[src/rtl/loader_pkg.sv]
// Shared types and constants for the ROM-to-downstream word loader.
package loader_pkg;

  typedef enum logic [1:0] {
    IDLE = 2'd0,
    READ = 2'd1,
    PUSH = 2'd2,
    DONE = 2'd3
  } loader_state_t;

  localparam logic [63:0] WORD_BYTES = 64'd4;

endpackage

[src/rtl/rom_loader.sv]
// Copies words from a combinational ROM to a valid/ready write port,
// stopping at a terminator word or after MAX_WORDS accepted writes.
module rom_loader
  import loader_pkg::*;
#(
  parameter logic [63:0] BASE_ADDR = 64'h0,
  parameter int unsigned MAX_WORDS = 255,
  parameter logic [31:0] END_WORD  = 32'hFFFF_FFFF
) (
  input  logic        clk_i,
  input  logic        rst_i,
  input  logic        write_en_i,
  output logic [63:0] data_addr_o,
  input  logic [31:0] data_i,
  output logic        finish_o,
  output logic        wr_valid_o,
  input  logic        wr_ready_i,
  output logic [63:0] wr_addr_o,
  output logic [31:0] wr_data_o,
  output logic        busy_o,
  output logic [8:0]  word_cnt_o
);

  localparam logic [8:0] MAX_CNT  = 9'(MAX_WORDS);
  localparam bit         MAX_ZERO = (MAX_WORDS == 0);

  loader_state_t state;
  logic          we_prev;
  logic          armed;
  logic          start_edge;
  logic [8:0]    cnt_next;

  // armed stays low for the first clock after reset so a level already
  // high at release is absorbed into we_prev instead of starting a load.
  assign start_edge = armed & write_en_i & ~we_prev;
  assign cnt_next   = word_cnt_o + 9'd1;

  always_ff @(posedge clk_i or posedge rst_i) begin
    if (rst_i) begin
      state       <= IDLE;
      data_addr_o <= BASE_ADDR;
      wr_addr_o   <= '0;
      wr_data_o   <= '0;
      wr_valid_o  <= 1'b0;
      finish_o    <= 1'b0;
      busy_o      <= 1'b0;
      word_cnt_o  <= '0;
      we_prev     <= 1'b0;
      armed       <= 1'b0;
    end else begin
      we_prev <= write_en_i;
      armed   <= 1'b1;
      case (state)
        IDLE, DONE: begin
          if (start_edge) begin
            state       <= READ;
            data_addr_o <= BASE_ADDR;
            word_cnt_o  <= '0;
            finish_o    <= 1'b0;
            busy_o      <= 1'b1;
          end
        end
        READ: begin
          if (MAX_ZERO || data_i == END_WORD) begin
            state    <= DONE;
            finish_o <= 1'b1;
            busy_o   <= 1'b0;
          end else begin
            wr_data_o  <= data_i;
            wr_addr_o  <= data_addr_o;
            wr_valid_o <= 1'b1;
            state      <= PUSH;
          end
        end
        PUSH: begin
          if (wr_ready_i) begin
            wr_valid_o <= 1'b0;
            word_cnt_o <= cnt_next;
            if (cnt_next == MAX_CNT) begin
              state    <= DONE;
              finish_o <= 1'b1;
              busy_o   <= 1'b0;
            end else begin
              data_addr_o <= data_addr_o + WORD_BYTES;
              state       <= READ;
            end
          end
        end
        default: state <= IDLE;
      endcase
    end
  end

endmodule

[config.mk]
export PLATFORM = sky130hd
export DESIGN_NAME = rom_loader
export DESIGN_NICKNAME = d
export VERILOG_FILES = /design/src/rtl/loader_pkg.sv /design/src/rtl/rom_loader.sv
export SDC_FILE = /design/constraint.sdc
export NUM_CORES = 1
export LEC_CHECK = 0
export ABC_AREA = 0
export CAP_MARGIN = 10
export CORE_MARGIN = 3
export CORE_UTILIZATION = 45
export CTS_CLUSTER_DIAMETER = 60
export DETAILED_ROUTE_END_ITERATION = 12
export MAX_ROUTING_LAYER = met4
export PLACE_DENSITY = 0.77
export SYNTH_ARGS = -nofsm -noshare
export SYNTH_HDL_FRONTEND = slang
export SYNTH_SLANG_ARGS = --single-unit
[constraint.sdc]
create_clock -name clk_i -period 18 [get_ports clk_i]
set_clock_uncertainty 0.2 [all_clocks]
set_input_delay 3.6 -clock clk_i [delete_from_list [all_inputs] [get_ports clk_i]]
set_output_delay 3.6 -clock clk_i [all_outputs]
set_load 0.01 [all_outputs]
==> flow_metrics.env <==
export IMPL_synth_area_leaders="dfrtp_1 (53%), mux2_2 (13%), nand2_1 (2.4%), nor2_1 (2.4%), xnor2_1 (2.3%)"
export IMPL_swShare=0.346
export IMPL_setup_viol=0
export IMPL_wirelength_um=21200
export IMPL_synthCells=706
export IMPL_dp_cells=1106
export IMPL_routed_via_density=5.58
export IMPL_area_delta_synth_final_pct=35.4
export IMPL_stdcell_count=1138
export IMPL_slowest_stage="clkdlybuf4s50_1"
export IMPL_cp_required_ns=18.15
export IMPL_p_switching_uw=464
export IMPL_vias=6353
export IMPL_power_frac_comb=0.350
export IMPL_synth_largest_area_cell="dfrtp_1"
export IMPL_syn_area_um2=8050
export IMPL_start_util=0.462
export IMPL_grt_overflow=0
export IMPL_worst_pin_slew_ns=1.05
export IMPL_cts_made_buffers=17
export IMPL_cts_max_level=4
export IMPL_synth_edf_count=0
export IMPL_ant_nets=0
export IMPL_slew_viol_final=0
export IMPL_ys_seq_area_frac=0.535
export IMPL_cts_tree="yes"
export IMPL_fin_nets=941
export IMPL_syn_mean_instance_area_um2=11.4
export IMPL_cts_setup_buffers=0
export IMPL_fin_crit_sh=0.328
export IMPL_die_y_um=140
export IMPL_grtUsageTotal=0.225
export IMPL_relSlewSlack=0.295
export IMPL_die_area_um2=19500
export IMPL_clock_sinks=172
export IMPL_cts_resized=0
export IMPL_yosysMostFrequentCell="dfrtp_1"
export IMPL_io_buffers=203
export IMPL_first_pass_iters=5
export IMPL_startpoint="write_en_i"
export IMPL_synthTopCellsByCount="dfrtp_1 (172), mux2_2 (96), nand2_1 (52)"
export IMPL_grt_pass1_wl_um=34500
export IMPL_detail_route_wl_per_cell_um=18.7
export IMPL_power_density_nw_per_um2=123
export IMPL_worstHoldStart="wr_data_o[2]"
export IMPL_first_iter_violations=437
export IMPL_ios=208
export IMPL_cp_top_family="simple AND/OR/NAND/NOR gates"
export IMPL_clockPowerShare=0.289
export IMPL_endpoint_kind="flop"
export IMPL_ys_flop_type="dfrtp_1"
export IMPL_intPower_uw=878
export IMPL_path_cells="clkdlybuf4s50_1 > nand3b_1 > a211o_1 > buf_4 > nor4_1 > o2111ai_1 > or3_1 > a21oi_1"
export IMPL_crit_fanout=31
export IMPL_r2r_start="word_cnt_o[0]"
export IMPL_clk_pin_slew_ns=0.07
export IMPL_holdWs_ns=0.304
export IMPL_clockBufferDepth=2
export IMPL_cts_hold_fix_buffers=0
export IMPL_fp_dieW_um=140
export IMPL_crit_path_start_kind="input pin"
export IMPL_irDropWorstVdd_v=0.000109
export IMPL_slowest_delay_ns=0.49
export IMPL_grt_pass1_vias=6343
export IMPL_fin_setup_tns_ns=0
export IMPL_layout_drive_gt1_share=0.182
export IMPL_min_period_ns=5.91
export IMPL_cp_arrival_ns=6.06
export IMPL_drv_cap=0
export IMPL_hold_path_class="reg2reg"
export IMPL_hold_violations=0
export IMPL_cts_root_buffer="clkbuf_16"
export IMPL_critPathKind="in2reg"
export IMPL_cp_buffers_inverters=2
export IMPL_grt_max_degree=64
export IMPL_gp_congestion=0.827
export IMPL_outcome="finished, final reports clean"
export IMPL_clkLatencyLatePin_ns=0.43
export IMPL_seq_power_share=0.361
export IMPL_yosys_area_top_type_share=0.535
export IMPL_dp_hpwl_um=14900
export IMPL_synth_warnings=0
export IMPL_synth_seq_cells=172
export IMPL_ys_types=62
export IMPL_synth_async_reset_ratio=1.00
export IMPL_drc_errors=0
export IMPL_p_leak_nw=4.56
export IMPL_rsz0062_at_grt="false"
export IMPL_antenna_cells=0
export IMPL_fmax_mhz=169
export IMPL_core_area_um2=17400
export IMPL_grt_antenna_before_repair=0
export IMPL_row_count=48
routing by layer:
metal | vias to the layer above | part of all wire | track usage | wire, um
li1 | 2972 | - | - | -
met1 | 3152 | 0.44 | 0.294 | 9310
met2 | 212 | 0.48 | 0.350 | 10200
met3 | 17 | 0.069 | 0.0601 | 1470
met4 | 0 | 0.011 | 0.0632 | 225
met5 | - | 0 | - | 0
registers in the layout, summed over array words and instances (netlist names):
register / count
state: 2
wr_valid_o: 1
busy_o: 1
armed: 1
we_prev: 1
wr_addr_o: 62
data_addr_o: 62
finish_o: 1
word_cnt_o: 9
wr_data_o: 32
per-stage QoR:
step,setup WS [ns],instance area (um^2),utilization,power [mW]
5_1_grt,11.91,10900,0.626,1.41
2_1_floorplan,9.54,8060,-,0.764
6_report,12.09,10900,0.626,1.34
4_1_cts,12.10,10900,0.626,1.35
3_3_place_gp,11.69,10300,0.590,0.955
3_5_place_dp,11.64,10300,0.590,0.962
layout make-up:
class                      count  area (um^2)
fill                        1390         6510
multi-input combinational    488         3560
clock buffer                  18          439
clock inverter                14          181
sequential                   172         4300
inverter                       9         38.8
tap                          225          282
timing repair buffer         212         2100
power by group through the flow:
stage | combinational (mW) | sequential, mW | clock [mW]
final | 0.469 | 0.485 | 0.388
after global routing | 0.508 | 0.493 | 0.411
after CTS | 0.472 | 0.485 | 0.395
after detailed placement | 0.469 | 0.493 | 0
after global placement | 0.464 | 0.491 | 0
after floorplan | 0.256 | 0.508 | 0
worst register-to-register path: cells and delay by family (launching register included):
family,cells,cell delay [ns]
compound gates,3,1.19
fa+ha+maj,1,0.31
flops,1,0.49
simple gates,3,1.04
kinds of logic (layout without fill, tap and decap cells):
family                     count (synthesis)  in the layout  synth area share
other                                      2              5          0.000933
and+or+nand+nor                          230            230             0.154
DFF                                      172            172             0.535
buffers and inverters                     49            253            0.0280
xor gates and xnor gates                  27             27            0.0294
adders and majority gates                  5              5           0.00777
AOI/OAI and AO/OA                        121            121             0.106
muxes                                    100            100             0.139
cell usage in the layout (no fill, tap or decap), drive strengths merged, types with 3 or more instances in the layout:
cell and n:
nand2 52, o21ai 32, nand3 30, a211oi 11
nor3 3, nand2b 3, o2111ai 6, or4 6
mux2i 4, clkdlybuf4s50 203, nor4 4, clkbuf 18
inv 17, ha 5, and4 10, nor2b 3
xor2 6, xnor2 21, dfrtp 172, and3 16
a31o 7, a21oi 32, nand3b 3, and2 4
nor2 53, conb 5, mux2 96, o31ai 8
nand4 27, a2111oi 10, bufinv 3, or3 12
buf 9
final timing paths:
path | cells after the start | slack (ns) | end
setup / recovery | 8 | 12.09 | data_addr_o[63]
hold / removal | 1 | 0.30 | wr_data_o[2]
setup reg to reg | 7 | 14.72 | data_addr_o[23]
hold reg to reg | 1 | 0.30 | wr_data_o[2]
max in group asynchronous | 3 | 12.97 | data_addr_o[5]
min in group asynchronous | 2 | 3.42 | wr_addr_o[21]
No activity file was read; power rests on OpenSTA's default activity.
